$ cat src/rtl/spatz_xif_offloader.sv
// X-interface offloader towards Spatz: issues core instructions, tracks
// writeback rds in an in-order FIFO + busy mask, routes results to the RF.
//
// Ports (flattened bundles, MSB first):
//   clk_i, rst_ni            clock, async active-low reset
//   offload_valid_i/ready_o  core handshake; offload_instr_i, offload_rs1_i, offload_rs2_i
//   x_issue_valid_o/ready_i  issue handshake
//   x_issue_req_o  [95:0]    {instr, rs[0], rs[1]}
//   x_issue_resp_i [1:0]     {writeback, exc}, sampled on issue handshake
//   x_result_valid_i/ready_o result handshake
//   x_result_i     [33:0]    {data, we, exc}
//   rf_wr_valid_o/ready_i    RF write port; rf_wr_addr_o, rf_wr_data_o
//   illegal_instr_o          pulse: issue rejected with exc
//   protocol_err_o           pulse: result with nothing pending
//   outstanding_o            pending writeback count
module spatz_xif_offloader #(
  parameter int unsigned NrOutstanding = 4
) (
  input  logic        clk_i,
  input  logic        rst_ni,
  input  logic        offload_valid_i,
  output logic        offload_ready_o,
  input  logic [31:0] offload_instr_i,
  input  logic [31:0] offload_rs1_i,
  input  logic [31:0] offload_rs2_i,
  output logic        x_issue_valid_o,
  input  logic        x_issue_ready_i,
  output logic [95:0] x_issue_req_o,
  input  logic [1:0]  x_issue_resp_i,
  input  logic        x_result_valid_i,
  output logic        x_result_ready_o,
  input  logic [33:0] x_result_i,
  output logic        rf_wr_valid_o,
  input  logic        rf_wr_ready_i,
  output logic [4:0]  rf_wr_addr_o,
  output logic [31:0] rf_wr_data_o,
  output logic        illegal_instr_o,
  output logic        protocol_err_o,
  output logic [$clog2(NrOutstanding+1)-1:0] outstanding_o
);

  localparam int unsigned CntW = $clog2(NrOutstanding + 1);
  localparam int unsigned PtrW = $clog2(NrOutstanding);

  typedef enum logic {IDLE, ISSUE} state_e;

  state_e            state_q, state_d;
  logic [31:0]       instr_q, rs1_q, rs2_q;
  logic [4:0]        fifo_q [NrOutstanding];
  logic [PtrW-1:0]   wr_ptr_q, rd_ptr_q;
  logic [CntW-1:0]   count_q;
  logic [31:0]       busy_q;
  logic              illegal_q, proto_q;

  logic [4:0] in_rd, in_rs1, in_rs2, iss_rd, res_rd;
  logic       full, empty, hazard;
  logic       offload_hs, issue_hs, res_hs;
  logic       resp_wb, resp_exc, res_we, res_exc;
  logic       bypass, push, pop, perr;

  assign in_rd  = offload_instr_i[11:7];
  assign in_rs1 = offload_instr_i[19:15];
  assign in_rs2 = offload_instr_i[24:20];
  assign iss_rd = instr_q[11:7];

  assign resp_wb  = x_issue_resp_i[1];
  assign resp_exc = x_issue_resp_i[0];
  assign res_we   = x_result_i[1];
  assign res_exc  = x_result_i[0];

  assign full   = count_q == CntW'(NrOutstanding);
  assign empty  = count_q == '0;
  assign hazard = busy_q[in_rs1] | busy_q[in_rs2] | busy_q[in_rd];

  always_comb begin
    state_d         = state_q;
    offload_ready_o = 1'b0;
    x_issue_valid_o = 1'b0;
    unique case (state_q)
      IDLE: begin
        offload_ready_o = ~full & ~hazard;
        if (offload_valid_i && offload_ready_o) state_d = ISSUE;
      end
      ISSUE: begin
        x_issue_valid_o = 1'b1;
        if (x_issue_ready_i) state_d = IDLE;
      end
      default: state_d = IDLE;
    endcase
  end

  assign offload_hs = offload_valid_i & offload_ready_o;
  assign issue_hs   = x_issue_valid_o & x_issue_ready_i;
  assign x_result_ready_o = rf_wr_ready_i;
  assign res_hs     = x_result_valid_i & x_result_ready_o;

  // A result racing its own issue into an empty FIFO binds to the issuing rd.
  assign bypass = res_hs & issue_hs & resp_wb & ~resp_exc & empty;
  assign push   = issue_hs & resp_wb & ~resp_exc & ~bypass;
  assign pop    = res_hs & ~empty;
  assign perr   = res_hs & empty & ~bypass;

  assign res_rd        = bypass ? iss_rd : fifo_q[rd_ptr_q];
  assign rf_wr_valid_o = (pop | bypass) & res_we & (res_rd != 5'd0) & ~res_exc;
  assign rf_wr_addr_o  = res_rd;
  assign rf_wr_data_o  = x_result_i[33:2];

  assign x_issue_req_o   = {instr_q, rs1_q, rs2_q};
  assign illegal_instr_o = illegal_q;
  assign protocol_err_o  = proto_q;
  assign outstanding_o   = count_q;

  always_ff @(posedge clk_i or negedge rst_ni) begin
    if (!rst_ni) state_q <= IDLE;
    else         state_q <= state_d;
  end

  always_ff @(posedge clk_i or negedge rst_ni) begin
    if (!rst_ni) begin
      instr_q <= '0;
      rs1_q   <= '0;
      rs2_q   <= '0;
    end else if (offload_hs) begin
      instr_q <= offload_instr_i;
      rs1_q   <= offload_rs1_i;
      rs2_q   <= offload_rs2_i;
    end
  end

  always_ff @(posedge clk_i or negedge rst_ni) begin
    if (!rst_ni) begin
      for (int i = 0; i < int'(NrOutstanding); i++) fifo_q[i] <= '0;
      wr_ptr_q  <= '0;
      rd_ptr_q  <= '0;
      count_q   <= '0;
      busy_q    <= '0;
      illegal_q <= 1'b0;
      proto_q   <= 1'b0;
    end else begin
      illegal_q <= issue_hs & resp_exc;
      proto_q   <= perr;
      if (push) begin
        fifo_q[wr_ptr_q] <= iss_rd;
        wr_ptr_q <= wr_ptr_q + PtrW'(1);
      end
      if (pop) rd_ptr_q <= rd_ptr_q + PtrW'(1);
      if (push && !pop)      count_q <= count_q + CntW'(1);
      else if (pop && !push) count_q <= count_q - CntW'(1);
      // Clear first so a same-cycle set of the same rd wins.
      begin
        logic [31:0] b;
        b = busy_q;
        if (pop)  b[fifo_q[rd_ptr_q]] = 1'b0;
        if (push) b[iss_rd] = 1'b1;
        b[0] = 1'b0;
        busy_q <= b;
      end
    end
  end

endmodule

$ cat config.mk
export PLATFORM = sky130hd
export DESIGN_NAME = spatz_xif_offloader
export DESIGN_NICKNAME = d
export VERILOG_FILES = /design/src/rtl/spatz_xif_offloader.sv
export SDC_FILE = /design/constraint.sdc
export NUM_CORES = 1
export LEC_CHECK = 0
export CORE_MARGIN = 5
export CORE_UTILIZATION = 45
export CTS_CLUSTER_SIZE = 30
export DETAILED_ROUTE_END_ITERATION = 8
export GPL_ROUTABILITY_DRIVEN = 1
export MAX_ROUTING_LAYER = met4
export PLACE_DENSITY = 0.9
export SYNTH_ARGS = -nofsm -noshare
export SYNTH_HDL_FRONTEND = slang
export SYNTH_SLANG_ARGS = --single-unit
$ cat constraint.sdc
create_clock -name clk_i -period 3.7 [get_ports clk_i]
set_input_delay 0.925 -clock clk_i [delete_from_list [all_inputs] [get_ports clk_i]]
set_output_delay 0.925 -clock clk_i [all_outputs]
set_load 0.01 [all_outputs]
==> results.sh, run 1 <==
export IMPL_p_leak_nw=4.71
export IMPL_synthDistinctLibCells=42
export IMPL_cp_num_cells=7
export IMPL_synth_seq_cells=157
export IMPL_hold_violations=0
export IMPL_setup_worst_path_end_class="primary output"
export IMPL_port_buffers=215
export IMPL_rows=47
export IMPL_path_common_cell="buf_6"
export IMPL_skew_ns=0.00865
export IMPL_avgViaCountPerCell=5.41
export IMPL_worstMarginPinSlew_ns=0.566
export IMPL_finalNetCount=951
export IMPL_outcome="finished clean"
export IMPL_worstPathRequired_ns=2.77
export IMPL_overflow=0
export IMPL_path_buf_inv=3
export IMPL_nFillCells=1257
export IMPL_slowest_stage="clkdlybuf4s50_1"
export IMPL_clk_latency_ns=0.42
export IMPL_syn_nets=728
export IMPL_worst_endpoint_arrival_ns=2.72
export IMPL_multiInputGateArea_sq_um=3260
export IMPL_ant_nets=0
export IMPL_cts_hold_buf=0
export IMPL_seqPwrFrac_pct=36.7
export IMPL_placed_cells=1005
export IMPL_drv_cap=0
export IMPL_start_util_pct=45.7
export IMPL_syn2layout_area_growth_pct=40.5
export IMPL_antenna_found_initial=2
export IMPL_cts_buffers=17
export IMPL_final_min_period_over_clock_period_pct=98.4
export IMPL_synth_area_sq_um=7580
export IMPL_clkTransAtPathRegs_ns=0.06
export IMPL_cp_top_family="buffers and inverters"
export IMPL_wirelength_mm=20.1
export IMPL_hp_class="primary input to async pin"
export IMPL_die_h_microns=140
export IMPL_reg2reg_slack_ns=1.23
export IMPL_cts_tree="built"
export IMPL_drt_iter0_markers=349
export IMPL_grt_max_degree=107
export IMPL_holdWs_ns=0.442
export IMPL_peakVddDrop_mv=0.478
export IMPL_async_reset_ff_share_pct=100
export IMPL_grt_pass1_vias=6051
export IMPL_synth_cells=584
export IMPL_power_share_clock_pct=21.5
export IMPL_p_int_mw=5.71
export IMPL_grt_usage_pct=21.3
export IMPL_yosysSeqAreaShare_pct=51.8
export IMPL_power_mw=8.39
export IMPL_max_freq_mhz=275
export IMPL_power_switching_mw=2.67
export IMPL_ff2ff_path_depth=8
export IMPL_post_place_ws_ns=-0.544
export IMPL_cp_slowest_stage_delay_ns=0.50
export IMPL_comb_power_share_pct=41.8
export IMPL_avgSynthCellArea_sq_um=13.0
export IMPL_die_area_sq_um=19500
export IMPL_synth_edf_count=0
export IMPL_power_density_nw_per_um2=788
export IMPL_swShare_pct=31.9
export IMPL_vias=5631
export IMPL_cp_max_fo=3
export IMPL_start_kind="primary input"
export IMPL_cts_sinks=157
export IMPL_fin_setup_tns_ns=0
export IMPL_cts_buffer_depth=2
export IMPL_core_area_sq_um=16600
export IMPL_crit_chain="clkdlybuf4s50_1 -> nand3_1 -> nor2_2 -> buf_6 -> mux2_4 -> o41a_1 -> buf_6"
export IMPL_mostFrequentLayoutCells="196 x clkdlybuf4s50_1, 157 x dfrtp_1, 93 x mux2_2"
export IMPL_min_period_ns=3.64
export IMPL_drtPass1Iterations=5
export IMPL_setup_viol=0
export IMPL_gp_congestion=0.863
export IMPL_finalNonFillerCells=1041
export IMPL_layout_setup_ws_ns=0.0590
export IMPL_io_pins=280
export IMPL_wl_per_cell_microns=19.3
export IMPL_dp_hpwl_mm=14.8
export IMPL_layout_commonest_cell="clkdlybuf4s50_1"
export IMPL_register_area_sq_um=3930
export IMPL_crit_type="primary input to primary output"
export IMPL_drc=0
export IMPL_slew_headroom_pct=62.3
export IMPL_layout_drive_gt1_share_pct=28.3
export IMPL_synth_ff_type="dfrtp_1"
export IMPL_die_w_microns=140
export IMPL_root_buffer="clkbuf_16"
export IMPL_report_final_slew_viol_count=0
export IMPL_htreeDepth=4
export IMPL_grt_first_pass_wirelength_mm=32.4
export IMPL_yosys_warnings=0
[path summary, 6_finish.rpt]
path                             startpoint              end
setup / recovery           x_result_valid_i    rf_wr_valid_o
hold / removal                       rst_ni  illegal_instr_o
setup reg to reg                  busy_q[3]       instr_q[6]
hold reg to reg                   fifo_q[3]        fifo_q[3]
max in group asynchronous            rst_ni        rs2_q[30]
min in group clk_i                fifo_q[3]        fifo_q[3]
[power by group through the flow]
stage	clock, mW	sequential [mW]	combinational [mW]
floorplan	0	3.16	1.56
global placement	0	3.04	3.45
detailed placement	0	3.10	3.53
CTS	1.84	3.08	3.53
global route	1.93	3.18	3.75
finish	1.80	3.08	3.50
[what timing repair did]
action | CTS | global route
endpoints found under the setup margin | 7 | 2
resized for setup | 27 | 15
setup buffers | 2 | 1
gates cloned | 0 | 0
pin swaps | 5 | 2
[metrics by stage]
stage / cell area (sq um) / utilization, %
floorplan: 7580 / -
global placement: 10000 / 60.4
detailed placement: 10000 / 60.4
CTS: 10600 / 64.1
global route: 10600 / 64.2
finish: 10600 / 64.2
[synth_stat cells (2+ instances only)]
cell type / n / area share (%)
dfrtp_1: 157 / 52
mux2_2: 96 / 14
o21ai_0: 64 / 4.2
buf_4: 34 / 3.4
mux2_4: 29 / 5.7
mux2i_1: 27 / 3.6
nand2_1: 21 / 1.0
nor2_1: 16 / 0.79
buf_2: 15 / 0.99
mux4_2: 13 / 3.9
nor2b_1: 13 / 1.1
nand3b_1: 9 / 0.89
clkbuf_1: 8 / 0.40
nand3_1: 8 / 0.53
a21oi_1: 7 / 0.46
inv_1: 7 / 0.35
a22oi_1: 5 / 0.50
and3_1: 5 / 0.41
ha_1: 5 / 0.83
nand2b_1: 5 / 0.41
xnor2_1: 4 / 0.46
a221oi_1: 3 / 0.35
buf_6: 3 / 0.45
nor3_1: 3 / 0.20
nor4_1: 3 / 0.25
or3_1: 3 / 0.25
a2111oi_0: 2 / 0.23
and2_1: 2 / 0.17
and4_1: 2 / 0.23
or3b_2: 2 / 0.23
xor2_1: 2 / 0.23
[cell type report]
type	instances	area share [%]
multi-input combinational	359	30.6
clock inverter	12	1.54
inverter	7	0.247
timing repair buffer	265	23.9
antenna	2	0.0470
sequential	157	36.9
clock buffer	19	4.16
tap	220	2.58
[per-layer routing]
metal / track usage, % / up-vias / share of wire, % / routed length (microns)
li1: - / 2525 / - / -
met1: 27.0 / 2803 / 41 / 8200
met2: 33.9 / 262 / 49 / 9950
met3: 5.69 / 41 / 8.0 / 1610
met4: 6.27 / 0 / 1.8 / 361
met5: - / - / 0 / 0
[cell families after synthesis]
group / synth area share (%)
muxes: 27.4
DFF: 51.8
and+or+nand+nor: 7.13
AOI/OAI and AO/OA: 6.24
buffers and inverters: 5.59
xor gates and xnor gates: 0.693
adders and majority gates: 1.09
[flip-flops by register name, indices dropped and copies added (netlist names)]
signal and count:
wr_ptr_q 2, rd_ptr_q 2, busy_q 31, rs1_q 32, instr_q 32, rs2_q 32
fifo_q 20, protocol_err_o 1, illegal_instr_o 1, state_q 1, outstanding_o 3
No activity file was read; power rests on OpenSTA's default activity.
==> run 2, diff against run 1 <==
Settings changed: SKIP_LAST_GASP set to 1.
==> run 2 against run 1 <==
Against the previous run:
- fmax barely moved
- combinational power barely moved
- hold slack barely moved
- global-route usage barely moved
- die area did not move
- non-clock buffer count did not move
- final area barely moved
- worst setup slack got worse by 0.0022 ns
- total power barely moved
- first-iteration DRC count fell by 6.6%
- largest power group unchanged
==> results.sh, run 2 (synthesized netlist as in run 1, its figures left out) <==
export IMPL_outcome="finished clean"
export IMPL_drc=0
export IMPL_cp_slowest_stage_delay_ns=0.50
export IMPL_ant_nets=0
export IMPL_setup_worst_path_end_class="primary output"
export IMPL_cts_tree="built"
export IMPL_slowest_stage="clkdlybuf4s50_1"
export IMPL_drtPass1Iterations=5
export IMPL_finalNonFillerCells=1041
export IMPL_die_area_sq_um=19500
export IMPL_worst_endpoint_arrival_ns=2.72
export IMPL_power_density_nw_per_um2=787
export IMPL_worstMarginPinSlew_ns=0.570
export IMPL_fin_setup_tns_ns=0
export IMPL_clk_latency_ns=0.42
export IMPL_grt_pass1_vias=6050
export IMPL_cts_buffer_depth=2
export IMPL_die_w_microns=140
export IMPL_slew_headroom_pct=62.0
export IMPL_grt_first_pass_wirelength_mm=32.4
export IMPL_placed_cells=1005
export IMPL_gp_congestion=0.863
export IMPL_rows=47
export IMPL_start_util_pct=45.7
export IMPL_cp_max_fo=3
export IMPL_grt_usage_pct=21.3
export IMPL_wirelength_mm=20.1
export IMPL_drt_iter0_markers=326
export IMPL_max_freq_mhz=274
export IMPL_mostFrequentLayoutCells="195 x clkdlybuf4s50_1, 157 x dfrtp_1, 93 x mux2_2"
export IMPL_root_buffer="clkbuf_16"
export IMPL_peakVddDrop_mv=0.478
export IMPL_start_kind="primary input"
export IMPL_drv_cap=0
export IMPL_layout_commonest_cell="clkdlybuf4s50_1"
export IMPL_hold_violations=0
export IMPL_vias=5636
export IMPL_min_period_ns=3.64
export IMPL_finalNetCount=951
export IMPL_clkTransAtPathRegs_ns=0.06
export IMPL_io_pins=280
export IMPL_crit_type="primary input to primary output"
export IMPL_port_buffers=215
export IMPL_worstSetupStartpoint="x_result_valid_i"
export IMPL_hp_class="primary input to async pin"
export IMPL_holdWs_ns=0.442
export IMPL_core_area_sq_um=16600
export IMPL_avgViaCountPerCell=5.41
export IMPL_wl_per_cell_microns=19.3
export IMPL_final_min_period_over_clock_period_pct=98.5
export IMPL_grt_max_degree=107
export IMPL_r2r_start="busy_q[9]"
export IMPL_power_mw=8.39
export IMPL_overflow=0
export IMPL_path_common_cell="buf_6"
export IMPL_crit_chain="clkdlybuf4s50_1 -> nand3_1 -> nor2_2 -> buf_6 -> mux2_4 -> o41a_1 -> buf_6"
export IMPL_setup_viol=0
export IMPL_reg_top3="instr_q x32, rs1_q x32, rs2_q x32"
export IMPL_layout_drive_gt1_share_pct=28.3
export IMPL_worstPathRequired_ns=2.77
export IMPL_dp_hpwl_mm=14.8
export IMPL_skew_ns=0.00831
export IMPL_htreeDepth=4
export IMPL_report_final_slew_viol_count=0
export IMPL_cts_sinks=157
export IMPL_syn2layout_area_growth_pct=40.6
export IMPL_die_h_microns=140
export IMPL_antenna_found_initial=2
export IMPL_p_leak_nw=4.73
export IMPL_cts_buffers=17
run 2: changes by cell type in the layout (fill, tap and decap cells not counted):
cell,change
dlymetal6s2s_1,+2
nor2_1,+1
buf_6,+1
mux2i_1,-1
a2111oi_0,+1
buf_4,-1
a2111oi_1,-1
clkdlybuf4s15_1,-1
mux2i_2,+1
clkdlybuf4s50_1,-1
nor2_2,-1
run 2: power breakdown:
group | total, mW | switching [mW] | internal (mW)
clock network | 1.80 | 0.715 | 1.08
registers | 3.08 | 0.603 | 2.48
logic | 3.51 | 1.35 | 2.15
total | 8.39 | 2.67 | 5.72
run 2: stage by stage:
step	setup slack (ns)	area [sq um]	util [%]
floorplan	0.412	7580	-
global placement	-0.527	10000	60.4
detailed placement	-0.544	10000	60.4
CTS	-0.102	10600	64.1
global route	-0.0226	10700	64.3
finish	0.0569	10700	64.3
run 2: final timing paths:
check	end	slack, ns	cells past startpoint
max	rf_wr_valid_o	0.06	7
min in group clk_i	fifo_q[3]	0.50	1
min reg2reg	fifo_q[3]	0.50	1
max reg2reg	instr_q[6]	1.19	7
min	illegal_instr_o	0.44	1
max in group asynchronous	rs2_q[30]	2.33	2
run 2: repair_timing:
action,in CTS,in global routing
gates resized for setup,25,17
hold endpoints to repair,0,0
setup endpoints to repair,7,2
buffers inserted,2,1
pin swaps,5,4
hold buffers,0,0
run 2: layout make-up:
cell class | count | area (sq um)
antenna | 2 | 5.00
inverter | 7 | 26.3
clock inverter | 12 | 164
clock buffer | 19 | 443
fill | 1258 | 5930
sequential | 157 | 3930
multi-input combinational | 359 | 3260
tap | 220 | 275
timing repair buffer | 265 | 2560
run 2: worst max-delay path: cells and delay by family:
family	cells	cell delay, ns
AOI/OAI and AO/OA	1	0.43
buffers and inverters	3	0.76
muxes	1	0.30
and+or+nand+nor	2	0.29
run 2: per-layer routing:
layer  share of wire (%)  global-route usage [%]  vias to the layer above
li1                    -                       -                     2515
met1                  41                    27.0                     2814
met2                  49                    33.9                      263
met3                 7.8                    5.69                       44
met4                 2.0                    6.27                        0
met5                   0                       -                        -
==> run 3, diff against run 2 <==
Settings changed: CTS_BUF_LIST set to sky130_fd_sc_hd__clkbuf_4 sky130_fd_sc_hd__clkbuf_8 sky130_fd_sc_hd__clkbuf_16.
==> run 3 against run 2 <==
Against the previous run:
- hold slack got worse by 0.0018 ns
- combinational power about the same
- sequential cell count unchanged
- critical path depth unchanged
- core utilization about the same
- wire length increased by 0.16%
- largest cell class unchanged
==> results.sh, run 3 (synthesized netlist as in run 1, its figures left out) <==
export IMPL_outcome="finished clean"
export IMPL_grt_pass1_vias=6048
export IMPL_layout_drive_gt1_share_pct=28.4
export IMPL_hold_violations=0
export IMPL_cp_slowest_stage_delay_ns=0.50
export IMPL_worst_endpoint_arrival_ns=2.72
export IMPL_htreeDepth=4
export IMPL_final_min_period_over_clock_period_pct=98.5
export IMPL_nFillCells=1259
export IMPL_r2r_start="busy_q[9]"
export IMPL_cts_sinks=157
export IMPL_ff2ff_path_depth=7
export IMPL_layout_setup_ws_ns=0.0572
export IMPL_die_w_microns=140
export IMPL_drc=0
export IMPL_peakVddDrop_mv=0.478
export IMPL_report_final_slew_viol_count=0
export IMPL_power_mw=8.40
export IMPL_reg_top3="instr_q x32, rs1_q x32, rs2_q x32"
export IMPL_finalNonFillerCells=1041
export IMPL_avgViaCountPerCell=5.39
export IMPL_path_common_cell="buf_6"
export IMPL_grt_usage_pct=21.3
export IMPL_cts_buffers=17
export IMPL_io_pins=280
export IMPL_skew_ns=0.00867
export IMPL_crit_type="primary input to primary output"
export IMPL_start_kind="primary input"
export IMPL_layout_commonest_cell="clkdlybuf4s50_1"
export IMPL_min_period_ns=3.64
export IMPL_cts_hold_buf=0
export IMPL_reg2reg_slack_ns=1.18
export IMPL_hp_class="primary input to async pin"
export IMPL_fin_setup_tns_ns=0
export IMPL_post_place_ws_ns=-0.544
export IMPL_port_buffers=215
export IMPL_worstMarginPinSlew_ns=0.569
export IMPL_p_leak_nw=4.73
export IMPL_gp_congestion=0.863
export IMPL_start_util_pct=45.7
export IMPL_setup_viol=0
export IMPL_die_area_sq_um=19500
export IMPL_crit_chain="clkdlybuf4s50_1 -> nand3_1 -> nor2_2 -> buf_6 -> mux2_4 -> o41a_1 -> buf_6"
export IMPL_drt_iter0_markers=338
export IMPL_ant_nets=0
export IMPL_drtPass1Iterations=5
export IMPL_grt_max_degree=107
export IMPL_cts_buffer_depth=2
export IMPL_cts_tree="built"
export IMPL_wl_per_cell_microns=19.4
export IMPL_core_area_sq_um=16600
export IMPL_antenna_found_initial=2
export IMPL_setup_worst_path_end_class="primary output"
export IMPL_max_freq_mhz=275
export IMPL_dp_hpwl_mm=14.8
export IMPL_mostFrequentLayoutCells="195 x clkdlybuf4s50_1, 157 x dfrtp_1, 93 x mux2_2"
export IMPL_slowest_stage="clkdlybuf4s50_1"
export IMPL_root_buffer="clkbuf_16"
export IMPL_wirelength_mm=20.2
export IMPL_power_density_nw_per_um2=788
export IMPL_r2r_end="instr_q[6]"
export IMPL_die_h_microns=140
export IMPL_worstPathRequired_ns=2.77
export IMPL_clk_latency_ns=0.42
export IMPL_syn2layout_area_growth_pct=40.6
export IMPL_slew_headroom_pct=62.1
export IMPL_clkTransAtPathRegs_ns=0.06
export IMPL_vias=5610
export IMPL_placed_cells=1005
export IMPL_overflow=0
export IMPL_cp_max_fo=3
export IMPL_drv_cap=0
export IMPL_grt_first_pass_wirelength_mm=32.4
export IMPL_rows=47
export IMPL_finalNetCount=951
-- run 3: worst max-delay path, delay by kind of cell --
kind | cells | cell delay [ns]
multiplexers | 1 | 0.30
AND/OR/NAND/NOR | 2 | 0.30
buffers and inverters | 3 | 0.76
AO/OA/AOI/OAI | 1 | 0.43
-- run 3: report_power, final --
part,internal (mW),switching (mW)
Clock,1.09,0.717
Sequential,2.48,0.605
Combinational,2.15,1.36
-- run 3: layout make-up --
cell class	instances	area, sq um	share of cell area, %
Tap cell	220	275	2.58
Inverter	7	26.3	0.246
Sequential cell	157	3930	36.9
Clock buffer	19	447	4.19
Timing Repair Buffer	265	2560	24.0
Clock inverter	12	164	1.54
Antenna cell	2	5.00	0.0469
Multi-Input combinational cell	359	3260	30.5
-- run 3: layer usage --
layer  track usage [%]  part of all wire, %
met1              27.0                   41
met2              33.9                   49
met3              5.69                  7.3
met4              6.27                  1.9
met5                 -                    0
-- run 3: worst max-delay path by stage --
| stage | cells past startpoint | endpoint | start |
|---|---|---|---|
| 2_1_floorplan | 5 | offload_ready_o | offload_instr_i[8] |
| 3_3_place_gp | 7 | offload_ready_o | offload_instr_i[17] |
| 3_5_place_dp | 7 | offload_ready_o | offload_instr_i[17] |
| 4_1_cts | 6 | offload_ready_o | offload_instr_i[8] |
| 5_1_grt | 7 | rf_wr_valid_o | x_result_valid_i |
| 6_report | 7 | rf_wr_valid_o | x_result_valid_i |
-- run 3: metrics by stage --
step	area [sq um]	util [%]	hold slack (ns)
detailed placement	10000	60.4	0.492
CTS	10600	64.1	0.454
floorplan	7580	-	0.474
finish	10700	64.3	0.440
global placement	10000	60.4	0.481
global route	10700	64.3	0.480
-- run 3: repair_timing --
item	in CTS	in global routing
buffers inserted	2	1
endpoints found under the setup margin	7	2
gates resized for setup	25	17
pin swaps	5	4
hold endpoints to repair	0	0
